[src/rtl/clock_route_path_ctrl.sv]
// Break-before-make sequencer for the two clock-route path gate enables.
// Optional error flag/clear ports are added when CLOCK_ROUTE_PATH_CTRL_ERR_EN is defined.
module clock_route_path_ctrl #(
   parameter int unsigned DEAD_CYCLES = 4,
   parameter int unsigned CNT_W       = 4,
   parameter logic [1:0]  RESET_SEL   = 2'd0
) (
   input  logic       clock,
   input  logic       async_reset,
   input  logic       sel_valid,
   input  logic [1:0] sel_code,
`ifdef CLOCK_ROUTE_PATH_CTRL_ERR_EN
   input  logic       err_clr,
   output logic       err_flag,
`endif
   output logic       sel_ready,
   output logic       sel_done,
   output logic       control_path_enable0,
   output logic       control_path_enable1,
   output logic [1:0] active_path,
   output logic       busy
);

   typedef enum logic [1:0] {
      ST_IDLE   = 2'd0,
      ST_DRAIN  = 2'd1,
      ST_ENABLE = 2'd2
   } state_t;

   // One-hot enable pattern {enable1, enable0} for a selection code; off and 3 map to none.
   function automatic logic [1:0] path_decode(input logic [1:0] code);
      logic [1:0] en;
      case (code)
         2'd1:    en = 2'b01;
         2'd2:    en = 2'b10;
         default: en = 2'b00;
      endcase
      return en;
   endfunction

   generate
      if (DEAD_CYCLES < 1) begin : g_dead_chk
         $error("clock_route_path_ctrl: DEAD_CYCLES must be at least 1");
      end
      if ((64'd1 << CNT_W) <= 64'(DEAD_CYCLES)) begin : g_cnt_chk
         $error("clock_route_path_ctrl: CNT_W too narrow for DEAD_CYCLES");
      end
      if (RESET_SEL == 2'd3) begin : g_rst_chk
         $error("clock_route_path_ctrl: RESET_SEL must not be 3");
      end
   endgenerate

   localparam logic [CNT_W-1:0] CNT_LOAD = CNT_W'(DEAD_CYCLES - 1);
   localparam logic [CNT_W-1:0] CNT_ONE  = CNT_W'(1);
   localparam logic [1:0]       RST_EN   = path_decode(RESET_SEL);

   state_t           state_r, state_s;
   logic [CNT_W-1:0] cnt_r, cnt_s;
   logic [1:0]       target_r, target_s;
   logic [1:0]       en_r, en_s;
   logic [1:0]       active_r, active_s;
   logic             done_r, done_s;
   logic             ready_r;
   logic             busy_r;
   logic             err_set_s;

   // Next-state and next-output logic of the switch sequencer.
   always_comb begin
      state_s   = state_r;
      cnt_s     = cnt_r;
      target_s  = target_r;
      en_s      = en_r;
      active_s  = active_r;
      done_s    = 1'b0;
      err_set_s = 1'b0;
      case (state_r)
         ST_IDLE: begin
            if (sel_valid) begin
               if (sel_code == 2'd3) begin
                  done_s    = 1'b1;
                  err_set_s = 1'b1;
               end else if (sel_code == active_r) begin
                  done_s = 1'b1;
               end else begin
                  // Drop the live enable first; the new one is raised only after the dead time.
                  target_s = sel_code;
                  en_s     = 2'b00;
                  cnt_s    = CNT_LOAD;
                  state_s  = (DEAD_CYCLES > 1) ? ST_DRAIN : ST_ENABLE;
               end
            end else begin
               state_s = ST_IDLE;
            end
         end
         ST_DRAIN: begin
            cnt_s = cnt_r - CNT_ONE;
            if (cnt_r <= CNT_ONE) begin
               state_s = ST_ENABLE;
            end else begin
               state_s = ST_DRAIN;
            end
         end
         ST_ENABLE: begin
            en_s     = path_decode(target_r);
            active_s = target_r;
            done_s   = 1'b1;
            state_s  = ST_IDLE;
         end
         default: begin
            en_s    = 2'b00;
            cnt_s   = '0;
            state_s = ST_IDLE;
         end
      endcase
   end

   // State and registered outputs; reset restores the RESET_SEL selection directly.
   always_ff @(posedge clock or posedge async_reset) begin
      if (async_reset) begin
         state_r  <= ST_IDLE;
         cnt_r    <= '0;
         target_r <= RESET_SEL;
         en_r     <= RST_EN;
         active_r <= RESET_SEL;
         done_r   <= 1'b0;
         ready_r  <= 1'b1;
         busy_r   <= 1'b0;
      end else begin
         state_r  <= state_s;
         cnt_r    <= cnt_s;
         target_r <= target_s;
         en_r     <= en_s;
         active_r <= active_s;
         done_r   <= done_s;
         ready_r  <= (state_s == ST_IDLE);
         busy_r   <= (state_s != ST_IDLE);
      end
   end

`ifdef CLOCK_ROUTE_PATH_CTRL_ERR_EN
   logic err_r;

   // Sticky illegal-code flag; a set in the same cycle as a clear takes priority.
   always_ff @(posedge clock or posedge async_reset) begin
      if (async_reset) begin
         err_r <= 1'b0;
      end else if (err_set_s) begin
         err_r <= 1'b1;
      end else if (err_clr) begin
         err_r <= 1'b0;
      end else begin
         err_r <= err_r;
      end
   end

   assign err_flag = err_r;
`endif

   assign sel_ready            = ready_r;
   assign sel_done             = done_r;
   assign control_path_enable0 = en_r[0];
   assign control_path_enable1 = en_r[1];
   assign active_path          = active_r;
   assign busy                 = busy_r;

endmodule

[config.mk]
export PLATFORM = sky130hd
export DESIGN_NAME = clock_route_path_ctrl
export DESIGN_NICKNAME = d
export VERILOG_FILES = /design/src/rtl/clock_route_path_ctrl.sv
export SDC_FILE = /design/constraint.sdc
export NUM_CORES = 1
export LEC_CHECK = 0
export ABC_AREA = 1
export CELL_PAD_IN_SITES_DETAIL_PLACEMENT = 0
export CELL_PAD_IN_SITES_GLOBAL_PLACEMENT = 1
export CORE_MARGIN = 2
export CORE_UTILIZATION = 30
export CTS_CLUSTER_SIZE = 14
export DETAILED_ROUTE_END_ITERATION = 8
export DONT_BUFFER_PORTS = 1
export PLACE_DENSITY = 0.54
export SYNTH_ARGS = -nofsm -noshare
export SYNTH_HDL_FRONTEND = slang
export SYNTH_SLANG_ARGS = --single-unit
[constraint.sdc]
create_clock -name clock -period 1.41 [get_ports clock]
set_clock_uncertainty 0.15 [all_clocks]
set_input_delay 0.282 -clock clock [delete_from_list [all_inputs] [get_ports clock]]
set_output_delay 0.282 -clock clock [all_outputs]
set_load 0.03 [all_outputs]
Word-level counts from Yosys, hierarchy flattened
Index checks and enable logic that the tools add are counted.
{"block": "op_classes", "add_sub_neg": 1, "n_mul": 0, "div": 0, "magnitude_cmp": 1, "eq_ne": 9, "shift": 0, "mux": 18, "n_bitwise": 4, "n_reduce_logical": 6}
{"cell": "2-to-1 mux 2 bit", "count": 7}
{"cell": "2-to-1 mux 4 bit", "count": 3}
{"cell": "case mux 4 bit (3 select lines)", "count": 1}
{"cell": "AND reduction 4 bit", "count": 3}
{"cell": "case mux 2 bit (2 select lines)", "count": 2}
{"cell": "== test 2 bit, second input constant", "count": 3}
{"cell": "!= test 2 bit, second input constant", "count": 3}
{"cell": "case mux 2 bit (3 select lines)", "count": 1}
{"cell": "== test 2 x 1 -> 1 bit, second input constant", "count": 2}
{"cell": "less-or-equal comparator 4 x 1 -> 1 bit, second input constant", "count": 1}
{"cell": "logical NOT 2 bit", "count": 2}
{"cell": "NOT 1 bit", "count": 4}
{"cell": "subtractor 4 x 1 -> 4 bit, second input constant", "count": 1}
{"cell": "2-to-1 mux 1 bit", "count": 3}
{"cell": "== test 2 bit", "count": 1}
{"cell": "case mux 1 bit (2 select lines)", "count": 1}
{"cell": "nonzero test 2 bit", "count": 1}
{"block": "word_totals", "register_bits": 15, "latch_bits": 0, "ramBits": 0, "rom_bits": 0, "inputBits": 5, "output_inout_bits": 7, "mem_count": 0}

Depth between registers and ports, before layout
Gate-level depths: netlist (run 1).
{"block": "logic_depth", "ltp_word": 6, "mapped_depth": 7}

Worst setup path after synthesis (run 1)
Ideal clock, no wire load.
{"block": "synth_path", "path_kind": "register to register", "from": "reg active_r[0] (netlist: active_path[0])", "to": "reg target_r[1]", "setup_ps": 117, "t_arrival_ps": 1037, "required_time_ps": 1143, "setup_slack_ps": 106, "stages_incl_launch_ff": 8, "path_buffers": 0, "cell_sequence": "dfrtp_1 inv_1 nand2_1 nand2_1 nand2_1 nand3_1 nand2_1 nand2_1"}
{"block": "synth_via", "elab_chain_len": 3}
{"element": "from (decl)", "line": "61", "source": "logic [1:0] active_r, active_s;"}
{"element": "from (signal assigned)", "line": "133", "source": "active_r <= active_s;"}
{"element": "== test 2 bit", "line": "82", "source": "end else if (sel_code == active_r) begin"}
{"element": "NOT 1 bit (no line)"}
{"element": "AND reduction 4 bit (no line)"}
{"element": "to (signal assigned)", "line": "131", "source": "target_r <= target_s;"}
{"element": "to (decl)", "line": "59", "source": "logic [1:0] target_r, target_s;"}
Every way passes these cells.
A chain may end at the register's enable or synchronous reset.

Worst setup path after layout (run 1)
{"block": "layout_path", "from": "reg ready_r (netlist: sel_ready)", "to": "out sel_ready"}
{"element": "from (decl)", "line": "63", "source": "logic ready_r;"}
{"element": "from (signal assigned)", "line": "135", "source": "ready_r <= (state_s == ST_IDLE);"}
{"element": "to (decl)", "line": "16", "source": "output logic sel_ready,"}
No word-level cell between the ends.

==> flow_summary_export.csv, run 1 <==
group,metric,value,unit
global_routing,overflow,0,
route,drtIter0Drc,5,
global_routing,track_usage,0.1333,
worst_setup_path,cp.required,0.98,ns
clocking,root_buffer,"clkbuf_4",
place,port_buffers,0,
place,gp_congestion,0.7319,
worst_setup_path,r2r-start,"state_r[1]$_DFF_PP0_",
synthesis,ys_warn_count,0,
place,hpwl,1.124,mm
clocking,numCtsBuffers,3,
synthesis,synth_xor_area_frac,0.01193,
synthesis,synthSimpleGateAreaFrac,0.3254,
clocking,path_clk_slew,0.09,ns
worst_setup_path,startpoint_type,"register",
synthesis,synth.net_count,98,
sta,tightest_slew,0.3137,ns
clocking,clk_path_buf_depth,2,
synthesis,synth_seq_cells,15,
finish,diodes,0,
route,via_per_inst,4.405,
synthesis,syn_area_per_cell,8.071,µm²
synthesis,synth_mux_area_frac,0,
global_routing,grt_pass1_wl,2.608,mm
synthesis,synth_top_family_by_area,"simple AND/OR/NAND/NOR gates",
finish,drive_gt1_frac,0.1748,
synthesis,synth_compound_area_frac,0.05451,
route,vias,577,
sta,fmax,744.7,MHz
worst_setup_path,crit_arrival,0.91,ns
synthesis,synth_fa_ha_area_frac,0.03407,
global_routing,grt.busiest_layer,"met2",
global_routing,met3_usage,0.06215,
route,totalWireLength,1.452,mm
sta,tns,0,ns
clocking,htree_levels,1,
floorplanning,initial_core_util,0.3257,
clocking,clock-sinks,15,
finish,area_growth,18.91,%
pwr,cellPowerDensity,2177,nW/µm²
finish,num-nets-final,111,
sta,worst_slack,0.06726,ns
route,dr.pass1.iters,2,
route,wl_per_cell,11.08,µm
floorplanning,rows,17,
pwr,irDropWorstVdd,0.0008686,V
floorplanning,die_area,2860,µm²
floorplanning,die_h,53.48,µm
sta,fin_crit,1.343,ns
place,dp_slack,0.07894,ns
floorplanning,die_w,53.48,µm
global_routing,met1_usage,0.1655,
sta,report.final.slew_viol_count,0,
min_path,min_from,"sel_code[0]",
sta,hold_violations,0,
sta,rsz0062_at_grt,"no",
clocking,insertion_delay,0.29,ns
finish,fillers,244,
global_routing,antenna_found_initial,0,
sta,setup_violations,0,
sta,fin_crit_sh,0.9523,
floorplanning,core_area,2255,µm²
clocking,cts_setup_buffers,0,
min_path,hp-class,"input pin to register",
status,outcome,"completed",
synthesis,ys_seq_area_frac,0.5128,
worst_setup_path,critPathLaunch,"sel_ready$_DFF_PP1_",
pwr,leakage,0.0004616,µW
synthesis,syn_area,734.5,µm²
global_routing,grt_pass1_vias,594,
route,remaining_drc_errors,0,
clocking,cts_tree,"yes",
worst_setup_path,critPathKind,"register to output port",
global_routing,grt_max_degree,12,
worst_setup_path,setup.worst_path.end_class,"output port",
sta,slew-limit-headroom,0.7886,
floorplanning,ios,12,
synthesis,synth_cell_types,19,
worst_setup_path,worst-path-max-fanout,1,
route,antenna_left,0,
synthesis,synthCells,91,
job,max_cap_violations,0,
global_routing,grt_util_met2,0.1975,
## metal layers
| layer | vias to the layer above | wire (µm) |
|---|---|---|
| li1 | 310 | - |
| met1 | 255 | 713 |
| met2 | 10 | 640 |
| met3 | 2 | 77 |
| met4 | 0 | 21 |
| met5 | - | 0 |
## flip-flops by register name, summed over array words and instances (netlist names)
signal,flops
sel_ready,1
sel_done,1
target_r,2
cnt_r,4
busy,1
en_r,2
state_r,2
active_path,2
## worst paths after layout
check,end,slack [ns],depth (start not counted)
max in group asynchronous,state_r[0]$_DFF_PP0_,0.53,3
max,sel_ready,0.07,0
min reg2reg,target_r[1]$_DFFE_PP0P_,0.35,2
min,target_r[1]$_DFFE_PP0P_,0.03,3
min in group asynchronous,cnt_r[2]$_DFFE_PP0P_,0.17,2
max reg2reg,cnt_r[0]$_DFFE_PP0P_,0.08,4
## cells in the mapped netlist
cell type   n  area share
nor3b_2     1       0.017
xor2_1      1       0.012
o21ai_0     5       0.034
nor3_1      1      0.0068
nor2_2      1      0.0085
or2_2       1      0.0085
inv_1      11       0.056
inv_2       1      0.0051
dfrtp_1    14        0.48
o21ai_1     1      0.0068
dfstp_2     1       0.036
nand3_1     5       0.034
nor4_2      1       0.017
nand2_1    35        0.18
nand4_1     2       0.017
a21oi_1     2       0.014
ha_1        2       0.034
nor2_1      4       0.020
or2_0       2       0.017
## timing repair
action | 4_1_cts | 5_1_grt
setup endpoints to repair | 0 | 5
resized for setup | 0 | 3
hold endpoints to repair | 17 | 0
hold buffers | 3 | 0
## power breakdown
part           switching [µW]  internal (µW)
Combinational             429            292
Sequential                305            628
Clock                     141            105
Total                     875           1030
## cells in the final DEF (no fill, tap or decap), drive strengths merged, types with 2 or more instances in the layout
cell / n
a21oi: 2
buf: 5
clkbuf: 3
dfrtp: 14
dlygate4sd3: 3
ha: 2
inv: 12
nand2: 35
nand3: 5
nand4: 2
nor2: 5
o21ai: 6
or2: 3
## layout make-up
cell class,instances,area [µm²],area share
Tap cell,28,35.03,0.04011
Sequential cell,15,377.9,0.4327
Multi-Input combinational cell,64,320.3,0.3668
Clock buffer,3,22.52,0.02579
Clock inverter,1,5.005,0.005731
Inverter,12,45.04,0.05158
Timing Repair Buffer,8,67.56,0.07736
## cell families after synthesis
family / after synthesis
AO/OA/AOI/OAI: 8
XOR/XNOR: 1
adder cells (fa/ha/maj): 2
buffers and inverters: 12
flip-flops: 15
AND/OR/NAND/NOR: 53
## stage by stage
stage          power [µW]    util  std cells  instance area, µm²  hold WS [ns]
5_1_grt              2104  0.3873        131               873.3       0.04148
2_1_floorplan        1428       -         91               734.5       0.03276
3_5_place_dp         1648  0.3579        124               807.0      -0.07127
6_report             1902  0.3873        131               873.3       0.03226
3_3_place_gp         1665  0.3579        124               807.0      -0.07972
4_1_cts              1920  0.3835        131               864.6       0.02475
No activity file was read; power rests on OpenSTA's default activity.
==> run 2, diff against run 1 <==
--- a/config.mk
+++ b/config.mk
@@ -10,6 +10,7 @@
 export CELL_PAD_IN_SITES_GLOBAL_PLACEMENT = 1
 export CORE_MARGIN = 2
 export CORE_UTILIZATION = 30
+export CTS_BUF_LIST = sky130_fd_sc_hd__clkbuf_8 sky130_fd_sc_hd__clkbuf_16
 export CTS_CLUSTER_SIZE = 14
 export DETAILED_ROUTE_END_ITERATION = 8
 export DONT_BUFFER_PORTS = 1
==> flow_summary_export.csv, run 2 (synthesis results as in run 1) <==
group,metric,value,unit
floorplanning,core_area,2255,µm²
clocking,path_clk_slew,0.06,ns
route,drtIter0Drc,5,
global_routing,grt_pass1_wl,2.477,mm
global_routing,grt_max_degree,12,
finish,fillers,238,
global_routing,overflow,0,
global_routing,grt.busiest_layer,"met2",
sta,fin_crit,1.318,ns
sta,fmax,758.6,MHz
clocking,insertion_delay,0.25,ns
floorplanning,die_area,2860,µm²
clocking,root_buffer,"clkbuf_8",
sta,whs,0.04575,ns
finish,regArea,376.6,µm²
floorplanning,initial_core_util,0.3257,
worst_setup_path,crit_arrival,1.31,ns
floorplanning,die_w,53.48,µm
global_routing,grt_pass1_vias,569,
finish,multiInputGateArea,315.3,µm²
finish,area_growth,17.89,%
clocking,cts_tree,"yes",
finish,diodes,0,
worst_setup_path,cp.required,1.40,ns
global_routing,grt_util_met2,0.1893,
worst_setup_path,reg2reg_depth,5,
floorplanning,rows,17,
sta,report.final.slew_viol_count,0,
route,dr.pass1.iters,2,
sta,setup_violations,0,
floorplanning,die_h,53.48,µm
sta,fin_crit_sh,0.9349,
clocking,clk_path_buf_depth,2,
sta,slew-limit-headroom,0.7887,
place,place_inst,124,
finish,drive_gt1_frac,0.1584,
place,port_buffers,0,
global_routing,track_usage,0.1274,
finish,regMostFlops,"cnt_r",
route,wl_per_cell,10.89,µm
place,gp_congestion,0.7319,
finish,final_cell_mix,"34 x nand2_1, 14 x dfrtp_1, 11 x inv_1",
finish,largest_reg_flops,4,
route,totalWireLength,1.405,mm
finish,fin_cells,129,
sta,rsz0062_at_grt,"no",
worst_setup_path,critPathLaunch,"cnt_r[0]$_DFFE_PP0P_",
worst_setup_path,startpoint_type,"register",
global_routing,antenna_found_initial,0,
route,vias,562,
sta,tightest_slew,0.3136,ns
worst_setup_path,timing.rr.end,"cnt_r[2]$_DFFE_PP0P_",
finish,num-nets-final,109,
clocking,htree_levels,1,
worst_setup_path,worst-path-max-fanout,4,
worst_setup_path,rrSetupSlack,0.09,ns
route,via_per_inst,4.357,
floorplanning,ios,12,
global_routing,met1_usage,0.1552,
pwr,cellPowerDensity,2284,nW/µm²
status,outcome,"completed",
worst_setup_path,setup.worst_path.end_class,"register",
global_routing,met3_usage,0.06215,
worst_setup_path,critPathKind,"register to register",
sta,tns,0,ns
sta,hold_violations,0,
route,remaining_drc_errors,0,
pwr,leakage,0.0004612,µW
min_path,hp-class,"input pin to register",
clocking,clock-sinks,15,
clocking,cts_setup_buffers,0,
job,max_cap_violations,0,
place,hpwl,1.124,mm
finish,final_common_cell,"nand2_1",
route,antenna_left,0,
clocking,numCtsBuffers,3,
worst_setup_path,r2r-start,"cnt_r[0]$_DFFE_PP0P_",
pwr,irDropWorstVdd,0.001063,V
worst_setup_path,crit_end,"cnt_r[2]$_DFFE_PP0P_",
==> run 2: cell type report <==
type | instances | area share
sequential | 15 | 0.4350
clock buffer | 3 | 0.04769
tap | 28 | 0.04046
inverter | 12 | 0.05202
multi-input combinational | 64 | 0.3642
clock inverter | 1 | 0.005780
timing repair buffer | 6 | 0.05491
==> run 2: stage by stage <==
| step | setup WS (ns) | cell area [µm²] | utilization | total power, µW |
|---|---|---|---|---|
| final | 0.09173 | 865.8 | 0.3840 | 1977 |
| after global routing | 0.001714 | 865.8 | 0.3840 | 2178 |
| after CTS | 0.07796 | 863.3 | 0.3829 | 2005 |
| after detailed placement | 0.07894 | 807.0 | 0.3579 | 1648 |
| after global placement | 0.08483 | 807.0 | 0.3579 | 1665 |
| after floorplan | 0.1061 | 734.5 | - | 1428 |
==> run 2: per-layer routing <==
metal  vias up  part of all wire
li1        305                 -
met1       246              0.52
met2         9              0.43
met3         2             0.042
met4         0             0.011
met5         -                 0
==> run 2: how the worst min path moves through the flow <==
stage           startpoint  slack, ns  cells past startpoint                          to
6_report       sel_code[0]       0.05                      2     target_r[0]$_DFFE_PP0P_
5_1_grt        sel_code[0]       0.04                      2     target_r[0]$_DFFE_PP0P_
4_1_cts        sel_code[0]       0.04                      2     target_r[0]$_DFFE_PP0P_
3_5_place_dp   async_reset      -0.07                      1              busy$_DFF_PP0_
3_3_place_gp   async_reset      -0.08                      1              busy$_DFF_PP0_
2_1_floorplan  async_reset       0.03                      1  active_path[0]$_DFFE_PP0P_
==> run 2: what timing repair did <==
action | 4_1_cts | 5_1_grt
setup endpoints to repair | 0 | 3
hold buffers | 1 | 0
gates resized for setup | 0 | 1
endpoints found under the hold margin | 15 | 0
==> run 2: critical path: stages (launching register included) <==
cell and delay (ns):
dfrtp_1 0.39, inv_1 0.07, ha_1 0.22, or2_2 0.27, nand3_1 0.06, nand2_1 0.05
==> run 2: where the power goes <==
| part | leakage [µW] | total, µW | internal, µW | switching (µW) |
|---|---|---|---|---|
| Combinational | 0.000245 | 700 | 286 | 415 |
| Sequential | 0.000190 | 932 | 627 | 305 |
| Clock | 0.0000255 | 345 | 195 | 149 |
==> run 3, diff against run 2 <==
--- a/config.mk
+++ b/config.mk
@@ -15,6 +15,7 @@
 export DETAILED_ROUTE_END_ITERATION = 8
 export DONT_BUFFER_PORTS = 1
 export PLACE_DENSITY = 0.54
+export SLEW_MARGIN = 20
 export SYNTH_ARGS = -nofsm -noshare
 export SYNTH_HDL_FRONTEND = slang
 export SYNTH_SLANG_ARGS = --single-unit
==> results of run 3 <==
The final DEF is identical to that of run 2; final timing and power are the same.
